### config.mk
export PLATFORM = sky130hd
export DESIGN_NAME = acq_buf_ctrl
export DESIGN_NICKNAME = d
export VERILOG_FILES = /design/src/rtl/acq_buf_ctrl_pkg.sv /design/src/rtl/acq_buf_ctrl_decim.sv /design/src/rtl/acq_buf_ctrl.sv
export SDC_FILE = /design/constraint.sdc
export NUM_CORES = 1
export LEC_CHECK = 0
export BUFFER_PORTS_ARGS = -buffer_cell sky130_fd_sc_hd__clkbuf_2
export CORE_ASPECT_RATIO = 1.4
export CORE_MARGIN = 2
export CORE_UTILIZATION = 51
export CTS_CLUSTER_SIZE = 16
export DETAILED_ROUTE_END_ITERATION = 16
export HOLD_SLACK_MARGIN = 0.02
export MAX_ROUTING_LAYER = met4
export PLACE_DENSITY = 0.8
export SETUP_SLACK_MARGIN = 0.3
export SYNTH_ARGS = -nofsm -noshare
export SYNTH_HDL_FRONTEND = slang
export SYNTH_SLANG_ARGS = --single-unit
### constraint.sdc
create_clock -name i_clk -period 2.5 [get_ports i_clk]
set_input_delay 0.5 -clock i_clk [delete_from_list [all_inputs] [get_ports i_clk]]
set_output_delay 0.5 -clock i_clk [all_outputs]
set_load 0.03 [all_outputs]
### src/rtl/acq_buf_ctrl_pkg.sv
// Shared types for the ADC capture buffer controller: FSM state encoding
// (also reported through the localbus status register) and small helpers.
package acqbuf_pkg;

  typedef enum logic [1:0] {
    IDLE    = 2'd0,
    ARMED   = 2'd1,
    CAPTURE = 2'd2,
    WAIT    = 2'd3
  } acq_state_t;

  localparam logic [1:0] ACQ_STATUS_IDLE    = 2'd0;
  localparam logic [1:0] ACQ_STATUS_ARMED   = 2'd1;
  localparam logic [1:0] ACQ_STATUS_CAPTURE = 2'd2;
  localparam logic [1:0] ACQ_STATUS_WAIT    = 2'd3;

  // Lowest-index free buffer; falls back to buffer 0 when both are full.
  function automatic logic lowest_free(input logic [1:0] full);
    logic sel;
    if (!full[0]) begin
      sel = 1'b0;
    end else if (!full[1]) begin
      sel = 1'b1;
    end else begin
      sel = 1'b0;
    end
    return sel;
  endfunction

endpackage

### src/rtl/acq_buf_ctrl_decim.sv
// Valid-beat modulo counter: keeps one of every (decim+1) valid beats,
// restarting the phase on clear so the first beat after a trigger is kept.
module acq_decim
  import acqbuf_pkg::*;
#(
  parameter int DECIM_WIDTH = 8
) (
  input  logic                   i_clk,
  input  logic                   i_rst,
  input  logic                   i_clr,
  input  logic                   i_valid,
  input  logic [DECIM_WIDTH-1:0] i_decim,
  output logic                   o_keep
);

  logic [DECIM_WIDTH-1:0] r_cnt;

  // The >= wrap also recovers if decim is re-latched below the running count.
  always_ff @(posedge i_clk) begin
    if (i_rst) begin
      r_cnt <= {DECIM_WIDTH{1'b0}};
    end else if (i_clr) begin
      r_cnt <= {DECIM_WIDTH{1'b0}};
    end else if (i_valid) begin
      if (r_cnt >= i_decim) begin
        r_cnt <= {DECIM_WIDTH{1'b0}};
      end else begin
        r_cnt <= r_cnt + {{(DECIM_WIDTH-1){1'b0}}, 1'b1};
      end
    end else begin
      r_cnt <= r_cnt;
    end
  end

  assign o_keep = i_valid & (r_cnt == {DECIM_WIDTH{1'b0}});

endmodule

### src/rtl/acq_buf_ctrl.sv
// Ping-pong capture sequencer: steers decimated ADC stream beats into two
// PS-readable BRAMs under arm/trigger/abort control, counting dropped beats.
module acq_buf_ctrl
  import acqbuf_pkg::*;
#(
  parameter int DATA_WIDTH  = 64,
  parameter int ADDR_WIDTH  = 13,
  parameter int DECIM_WIDTH = 8,
  parameter int CNT_WIDTH   = 16
) (
  input  logic                   i_clk,
  input  logic                   i_rst,
  input  logic                   i_arm,
  input  logic                   i_trig,
  input  logic                   i_abort,
  input  logic                   i_cont,
  input  logic [ADDR_WIDTH-1:0]  i_len,
  input  logic [DECIM_WIDTH-1:0] i_decim,
  input  logic [1:0]             i_buf_release,
  input  logic                   i_s_valid,
  input  logic [DATA_WIDTH-1:0]  i_s_data,
  output logic                   o_s_ready,
  output logic [1:0]             o_bram_we,
  output logic [ADDR_WIDTH-1:0]  o_bram_addr,
  output logic [DATA_WIDTH-1:0]  o_bram_din,
  output logic [1:0]             o_buf_full,
  output logic                   o_active_buf,
  output logic                   o_busy,
  output logic                   o_overflow,
  output logic [CNT_WIDTH-1:0]   o_drop_cnt
);

  acq_state_t             r_state;
  acq_state_t             w_state_nxt;
  logic                   r_active, w_active_nxt;
  logic [ADDR_WIDTH-1:0]  r_addr, w_addr_nxt;
  logic [1:0]             r_full, w_full_nxt;
  logic [1:0]             w_we_nxt;
  logic [ADDR_WIDTH-1:0]  r_len;
  logic [DECIM_WIDTH-1:0] r_decim;
  logic                   r_cont;
  logic                   w_latch, w_clr, w_drop, w_keep;
  logic                   r_ready, r_busy, r_overflow;
  logic [1:0]             r_we;
  logic [ADDR_WIDTH-1:0]  r_wr_addr;
  logic [DATA_WIDTH-1:0]  r_din;
  logic [CNT_WIDTH-1:0]   r_drop_cnt;

  acq_decim #(.DECIM_WIDTH(DECIM_WIDTH)) u_decim (
    .i_clk   (i_clk),
    .i_rst   (i_rst),
    .i_clr   (w_clr),
    .i_valid (i_s_valid),
    .i_decim (r_decim),
    .o_keep  (w_keep)
  );

  // Next-state logic; OR-ing the fill after the release mask makes fill win.
  always_comb begin
    w_state_nxt  = r_state;
    w_active_nxt = r_active;
    w_addr_nxt   = r_addr;
    w_full_nxt   = r_full & ~i_buf_release;
    w_we_nxt     = 2'b00;
    w_latch      = 1'b0;
    w_clr        = 1'b0;
    w_drop       = 1'b0;
    if (i_abort) begin
      w_state_nxt = IDLE;
      w_addr_nxt  = {ADDR_WIDTH{1'b0}};
    end else begin
      case (r_state)
        IDLE: begin
          if (i_arm) begin
            w_state_nxt  = ARMED;
            w_latch      = 1'b1;
            w_active_nxt = lowest_free(w_full_nxt);
          end else begin
            w_state_nxt = IDLE;
          end
        end
        ARMED: begin
          w_active_nxt = lowest_free(w_full_nxt);
          if (i_trig) begin
            w_clr       = 1'b1;
            w_state_nxt = (&w_full_nxt) ? WAIT : CAPTURE;
          end else begin
            w_state_nxt = ARMED;
          end
        end
        CAPTURE: begin
          if (w_keep) begin
            w_we_nxt = r_active ? 2'b10 : 2'b01;
            if (r_addr == r_len) begin
              w_full_nxt[r_active] = 1'b1;
              w_active_nxt         = ~r_active;
              w_addr_nxt           = {ADDR_WIDTH{1'b0}};
              if (!r_cont) begin
                w_state_nxt = IDLE;
              end else if (w_full_nxt[~r_active]) begin
                w_state_nxt = WAIT;
              end else begin
                w_state_nxt = CAPTURE;
              end
            end else begin
              w_addr_nxt = r_addr + {{(ADDR_WIDTH-1){1'b0}}, 1'b1};
            end
          end else begin
            w_state_nxt = CAPTURE;
          end
        end
        WAIT: begin
          w_drop = w_keep;
          if (i_buf_release[r_active]) begin
            w_state_nxt = CAPTURE;
          end else begin
            w_state_nxt = WAIT;
          end
        end
        default: begin
          w_state_nxt = IDLE;
        end
      endcase
    end
  end

  // State, buffer tracking, write stage and statistics registers.
  always_ff @(posedge i_clk) begin
    if (i_rst) begin
      r_state    <= IDLE;
      r_active   <= 1'b0;
      r_addr     <= {ADDR_WIDTH{1'b0}};
      r_full     <= 2'b00;
      r_len      <= {ADDR_WIDTH{1'b0}};
      r_decim    <= {DECIM_WIDTH{1'b0}};
      r_cont     <= 1'b0;
      r_ready    <= 1'b0;
      r_busy     <= 1'b0;
      r_we       <= 2'b00;
      r_wr_addr  <= {ADDR_WIDTH{1'b0}};
      r_din      <= {DATA_WIDTH{1'b0}};
      r_overflow <= 1'b0;
      r_drop_cnt <= {CNT_WIDTH{1'b0}};
    end else begin
      r_state  <= w_state_nxt;
      r_active <= w_active_nxt;
      r_addr   <= w_addr_nxt;
      r_full   <= w_full_nxt;
      r_ready  <= 1'b1;
      r_busy   <= (w_state_nxt != IDLE);
      r_we     <= w_we_nxt;
      if (w_we_nxt != 2'b00) begin
        r_wr_addr <= r_addr;
        r_din     <= i_s_data;
      end
      if (w_latch) begin
        r_len      <= i_len;
        r_decim    <= i_decim;
        r_cont     <= i_cont;
        r_overflow <= 1'b0;
        r_drop_cnt <= {CNT_WIDTH{1'b0}};
      end else if (w_drop) begin
        r_overflow <= 1'b1;
        if (r_drop_cnt != {CNT_WIDTH{1'b1}}) begin
          r_drop_cnt <= r_drop_cnt + {{(CNT_WIDTH-1){1'b0}}, 1'b1};
        end
      end
    end
  end

  assign o_s_ready    = r_ready;
  assign o_bram_we    = r_we;
  assign o_bram_addr  = r_wr_addr;
  assign o_bram_din   = r_din;
  assign o_buf_full   = r_full;
  assign o_active_buf = r_active;
  assign o_busy       = r_busy;
  assign o_overflow   = r_overflow;
  assign o_drop_cnt   = r_drop_cnt;

endmodule
==> impl_metrics.ini, run 1 <==
[status]
status = complete, no violations

[logic_synthesis]
synth_xor_area_frac = 0.0341
synth_edf_count = 0
synthAdderAreaFrac = 0.0244
synth_area_leaders = dfxtp_1 47%, nand2_1 14%, a21oi_1 9.0%, ha_1 2.4%, xor2_1 2.3%
synth_mux_area_frac = 0.00487
synth_nets = 880
synth_top_area_share = 0.474
synth_top_family_by_area = simple AND/OR/NAND/NOR gates
synthFlopType = dfxtp_1
ys_seq_area_frac = 0.474
ys_types = 55
synth_area_leader_cell = dfxtp_1
syn_avg_cell_area_sq_um = 7.96
synth_warnings = 0
synth-simple-area-share = 0.259
async_flop_share = 0
yosys_register_bits = 146
synth_common_cells = 232 x nand2_1, 146 x dfxtp_1, 111 x a21oi_1
synth_compound_area_frac = 0.154
syn_area_sq_um = 6160
synth_cells = 774
yosysMostFrequentCell = nand2_1

[drt]
wl_microns = 16000
firstDrtPassIters = 5
drc = 0
ant_nets = 0
wl_per_cell_microns = 14.4
num_vias = 5950
via_per_inst = 5.36
drtIter0Drc = 317

[timing]
hold_ws_ps = 293
rsz0062_at_grt = no
period_share = 0.815
setup_tns_ps = 0
finalCriticalPeriod_ps = 2040
final.setup_skew_ps = 10.1
slew-limit-headroom = 0.438
hold_violations = 0
setup_viol = 0
worst_pin_slew_ps = 840
report.final.slew_viol_count = 0
max_freq_mhz = 491

[clock_tree]
insertion_delay_ps = 420
clkTransAtPathRegs_ps = 70
ctsLongestPathBuffers = 2
cts_root_buffer = clkbuf_16
hold_buffers = 0
cts_sinks = 146
cts_tree = done
cts_inserted_buffers = 17
h-tree-depth = 4

[cells_and_area]
multiInputGateArea_sq_um = 2970
regArea_sq_um = 2920
fill_cells = 985
nets = 1057
fin_cells = 1111
diodes = 0
area_growth_pct = 28.2
layout-drive-gt1-share = 0.272

[worst_setup_path]
reg2reg_to = u_decim.r_cnt[2]
rrSetupSlack_ps = 460
r2r-start = u_decim.r_cnt[0]
start_kind = flop
r2r_cells = 7
required_ps = 2840
criticalPathCategory = reg2reg
end_kind = flop
crit_arrival_ps = 2380
critPathMaxFanout = 5

[placed_design]
gp_congestion = 0.908
portBuffers = 194
dp_hpwl_microns = 10700
placed_cells = 1076

[global_routing]
grt_max_degree = 79
grt_first_pass_wirelength_microns = 25600
antenna_found_initial = 0
grt_usage = 0.244
overflow = 0
grt_pass1_vias = 5372

[floorplanning]
start_util = 0.521
pin_count = 195
core_area_sq_um = 11800
rows = 47
fp.dieW_microns = 96.9
die_y_microns = 134
dieArea_sq_um = 13000

[pwr]
p_leak_nw = 3.32
irDropWorstVdd_v = 0.000433
power.density_nw_per_um2 = 669

[min_path]
worstHoldEndpoint = o_bram_din[36]
hp-start = i_s_data[36]
min_path_type = in2reg
hold_depth = 3

[job]
max-cap-violations = 0
[where the power goes]
part	internal (mW)	switching, mW	leakage (nW)
Clock	1.53	1.09	0.292
Sequential	2.35	0.0192	1.18
Combinational	0.125	0.173	1.85
[registers in the layout (all words and copies together) (netlist names), 2 cells and up]
| name | cells |
|---|---|
| o_drop_cnt | 16 |
| r_decim | 8 |
| o_buf_full | 2 |
| r_len | 13 |
| o_bram_we | 2 |
| r_addr | 13 |
| o_bram_din | 64 |
| r_state | 2 |
| o_bram_addr | 13 |
| u_decim.r_cnt | 8 |
[worst max-delay path, cell delays in order, from the launching register on]
cell and delay [ps]:
dfxtp_1 390, inv_2 70, ha_1 260, nand2b_1 140, a2111o_1 450, a221oi_4 350
nand3b_1 140, a31oi_1 170
[placed cells by master, fill, tap and decap left out, types with 3 or more instances in the layout]
cell | Yosys | routed
nor2_1 | 29 | 29
nand2_1 | 232 | 232
dfxtp_1 | 146 | 146
xnor2_1 | 8 | 8
a21o_1 | 3 | 3
a211oi_1 | 3 | 3
clkbuf_16 | 0 | 18
a21oi_1 | 111 | 111
clkbuf_2 | 0 | 193
mux2i_1 | 3 | 3
ha_1 | 12 | 12
o21ai_0 | 23 | 23
nor2b_1 | 5 | 5
nor3_1 | 8 | 8
nand4_1 | 11 | 11
nor4_1 | 12 | 12
and4_1 | 4 | 4
nor4b_1 | 3 | 3
xor2_1 | 16 | 16
inv_6 | 0 | 5
a31oi_1 | 8 | 8
buf_4 | 6 | 16
or3_1 | 3 | 3
inv_1 | 17 | 16
clkinv_4 | 0 | 3
nand3_1 | 15 | 15
and3_1 | 8 | 8
[routing by layer]
layer  vias to the layer above  global-route usage  share of wire
li1                       2974                   -              -
met1                      2744               0.289           0.41
met2                       203               0.403           0.51
met3                        29              0.0532          0.049
met4                         0              0.0986          0.024
met5                         -                   -              0
[final cells by class]
| class | instances | area share |
|---|---|---|
| timing repair buffer | 212 | 0.146 |
| inverter | 17 | 0.00808 |
| clock buffer | 18 | 0.0556 |
| sequential | 146 | 0.370 |
| multi-input combinational | 557 | 0.376 |
| clock inverter | 14 | 0.0212 |
| tap | 147 | 0.0233 |
[through the flow]
step                total power [mW]  instance area (sq um)  utilization  worst slack, ps
detailed placement              2.71                   7230        0.612              259
global placement                2.71                   7230        0.612              306
finish                          5.28                   7900        0.668              463
floorplan                       2.58                   6160            -              574
CTS                             5.30                   7840        0.663              336
global route                    5.45                   7900        0.668              308
[cells by family (layout without fill, tap and decap cells)]
family / Yosys count / count (layout)
adder cells (fa/ha/maj): 12 / 12
AND/OR/NAND/NOR: 351 / 351
XOR/XNOR: 24 / 24
AO/OA/AOI/OAI: 167 / 167
flip-flops: 146 / 146
multiplexers: 3 / 3
buffers and inverters: 71 / 261
[worst max path at each step]
stage	start	slack (ps)	end
final	u_decim.r_cnt[0]	460	u_decim.r_cnt[2]
after global routing	u_decim.r_cnt[0]	310	u_decim.r_cnt[2]
after CTS	u_decim.r_cnt[0]	340	o_drop_cnt[7]
after detailed placement	i_s_valid	260	o_drop_cnt[9]
after global placement	i_s_valid	310	o_drop_cnt[8]
after floorplan	i_s_valid	570	o_bram_din[10]
[timing repair]
action                                  in CTS  in global routing
buffers inserted                             0                  2
endpoints found under the setup margin       0                 36
endpoints found under the hold margin        0                  0
resized for setup                            0                  4
Note: power is estimated with default switching activity, not from simulation.
==> run 2: changes to the inputs <==
--- a/config.mk
+++ b/config.mk
@@ -8,12 +8,12 @@
 export BUFFER_PORTS_ARGS = -buffer_cell sky130_fd_sc_hd__clkbuf_2
 export CORE_ASPECT_RATIO = 1.4
 export CORE_MARGIN = 2
-export CORE_UTILIZATION = 51
+export CORE_UTILIZATION = 46
 export CTS_CLUSTER_SIZE = 16
 export DETAILED_ROUTE_END_ITERATION = 16
 export HOLD_SLACK_MARGIN = 0.02
 export MAX_ROUTING_LAYER = met4
-export PLACE_DENSITY = 0.8
+export PLACE_DENSITY = 0.76
 export SETUP_SLACK_MARGIN = 0.3
 export SYNTH_ARGS = -nofsm -noshare
 export SYNTH_HDL_FRONTEND = slang
==> constraint.sdc (replaced) <==
create_clock -name i_clk -period 1.83 [get_ports i_clk]
set_input_delay 0.366 -clock i_clk [delete_from_list [all_inputs] [get_ports i_clk]]
set_output_delay 0.366 -clock i_clk [all_outputs]
set_load 0.03 [all_outputs]
==> run 2 against run 1 <==
Sequential share of layout area decreased by 6.6 points; clock power up 42%; clock skew rose by 2.6 ps; critical endpoint is now o_bram_din[63]; die area increased by 10%; the flow now finishes with violations (setup timing); largest cell class unchanged; non-clock buffer count rose by 72.
==> impl_metrics.ini, run 2 (synthesis gave the netlist of run 1 again) <==
[cells_and_area]
final_cell_mix = 201 x nand2_1, 192 x clkbuf_2, 130 x dfxtp_1
diodes = 0
nets = 1129
final_area_sq_um = 9710
layout-drive-gt1-share = 0.439
layout_commonest_cell = nand2_1
area_growth_pct = 57.6
largest_reg_flops = 64
final_util = 0.735
fin_cells = 1218

[timing]
hold_violations = 0
worst_pin_slew_ps = 781
max_freq_mhz = 496
setup_viol = 101
rsz0062_at_grt = yes
period_share = 1.10
setup_tns_ps = -8080
report.final.slew_viol_count = 0
final.setup_skew_ps = 12.7
slew-limit-headroom = 0.479
fin_ws_ps = -188
finalCriticalPeriod_ps = 2020
hold_ws_ps = 161

[floorplanning]
start_util = 0.467
core_area_sq_um = 13200
dieArea_sq_um = 14300
die_y_microns = 141
rows = 50
pin_count = 195
fp.dieW_microns = 102

[clock_tree]
clkTransAtPathRegs_ps = 70
cts_tree = done
ctsLongestPathBuffers = 2
hold_buffers = 0
cts_inserted_buffers = 17
cts_root_buffer = clkbuf_16
insertion_delay_ps = 420
cts_sinks = 146
h-tree-depth = 4

[placed_design]
place_area_sq_um = 7670
gp_congestion = 0.894
dp_slack_ps = -87.8
dp_hpwl_microns = 11500
placed_cells = 1146
portBuffers = 194

[worst_setup_path]
cp_slowest_cell = or2_4
start_kind = flop
reg2reg_to = o_bram_din[63]
rrSetupSlack_ps = -190
r2r-start = u_decim.r_cnt[0]
critPathLaunch = u_decim.r_cnt[0]
max_stage_delay_ps = 380
end_kind = flop
path_cells = inv_4 > ha_4 > nor4b_4 > nand4b_1 > or2_4 > bufbuf_16 > nand2_1 > a21oi_2
r2r_cells = 8
criticalPathCategory = reg2reg
crit_arrival_ps = 2290
required_ps = 2100
critPathMaxFanout = 9
cp-endpoint = o_bram_din[63]

[global_routing]
grt_first_pass_wirelength_microns = 29900
antenna_found_initial = 0
grt_max_degree = 56
overflow = 0
grt_usage = 0.269
grt_pass1_vias = 6102

[drt]
ant_nets = 0
firstDrtPassIters = 5
via_per_inst = 5.33
wl_microns = 20200
num_vias = 6488
wl_per_cell_microns = 16.5
drtIter0Drc = 319
drc = 0

[job]
max-cap-violations = 0

[pwr]
p_total_mw = 7.51
irDropWorstVdd_v = 0.000556
power.density_nw_per_um2 = 774
p_leak_nw = 4.12

[status]
status = finished with violations
violations = setup timing

[min_path]
min_path_type = in2reg
run 2: area by class of cell:
cell class	count	area (sq um)
clock buffers	18	429
clock inverters	14	194
fillers	930	3490
inverters	17	68.8
multi-input cells	557	3630
flip-flops and latches	146	2950
well taps	182	228
repair buffers	284	2210
run 2: worst min-delay path by stage:
stage,startpoint,end,cells after the start
6_report,i_s_data[1],o_bram_din[1],3
5_1_grt,i_s_data[15],o_bram_din[15],3
2_1_floorplan,r_decim[7],r_decim[7],2
3_3_place_gp,o_overflow,o_overflow,2
4_1_cts,i_s_data[1],o_bram_din[1],3
3_5_place_dp,o_overflow,o_overflow,2
run 2: what timing repair did:
| action | 4_1_cts | 5_1_grt |
|---|---|---|
| setup endpoints to repair | 122 | 147 |
| pin swaps | 57 | 45 |
| buffers inserted | 19 | 6 |
| cloned | 14 | 1 |
| gates resized for setup | 105 | 76 |
run 2: power breakdown:
| part | switching (mW) | total [mW] | internal [mW] |
|---|---|---|---|
| Sequential | 0.0250 | 3.23 | 3.21 |
| Clock | 1.50 | 3.71 | 2.20 |
| Combinational | 0.316 | 0.570 | 0.253 |
run 2: metal layers:
metal | up-vias | share of wire | wire [microns] | GRT usage
met5 | - | 0 | 0 | -
met4 | 0 | 0.032 | 635 | 0.107
met3 | 56 | 0.053 | 1070 | 0.0402
met2 | 264 | 0.53 | 10700 | 0.463
met1 | 3037 | 0.38 | 7740 | 0.310
li1 | 3131 | - | - | -
run 2: critical path, delay by kind of cell (launching register included):
| family | cells | cell delay (ps) |
|---|---|---|
| AND/OR/NAND/NOR | 4 | 930 |
| buffers and inverters | 2 | 390 |
| flip-flops | 1 | 330 |
| adder cells (fa/ha/maj) | 1 | 130 |
| AO/OA/AOI/OAI | 1 | 80 |
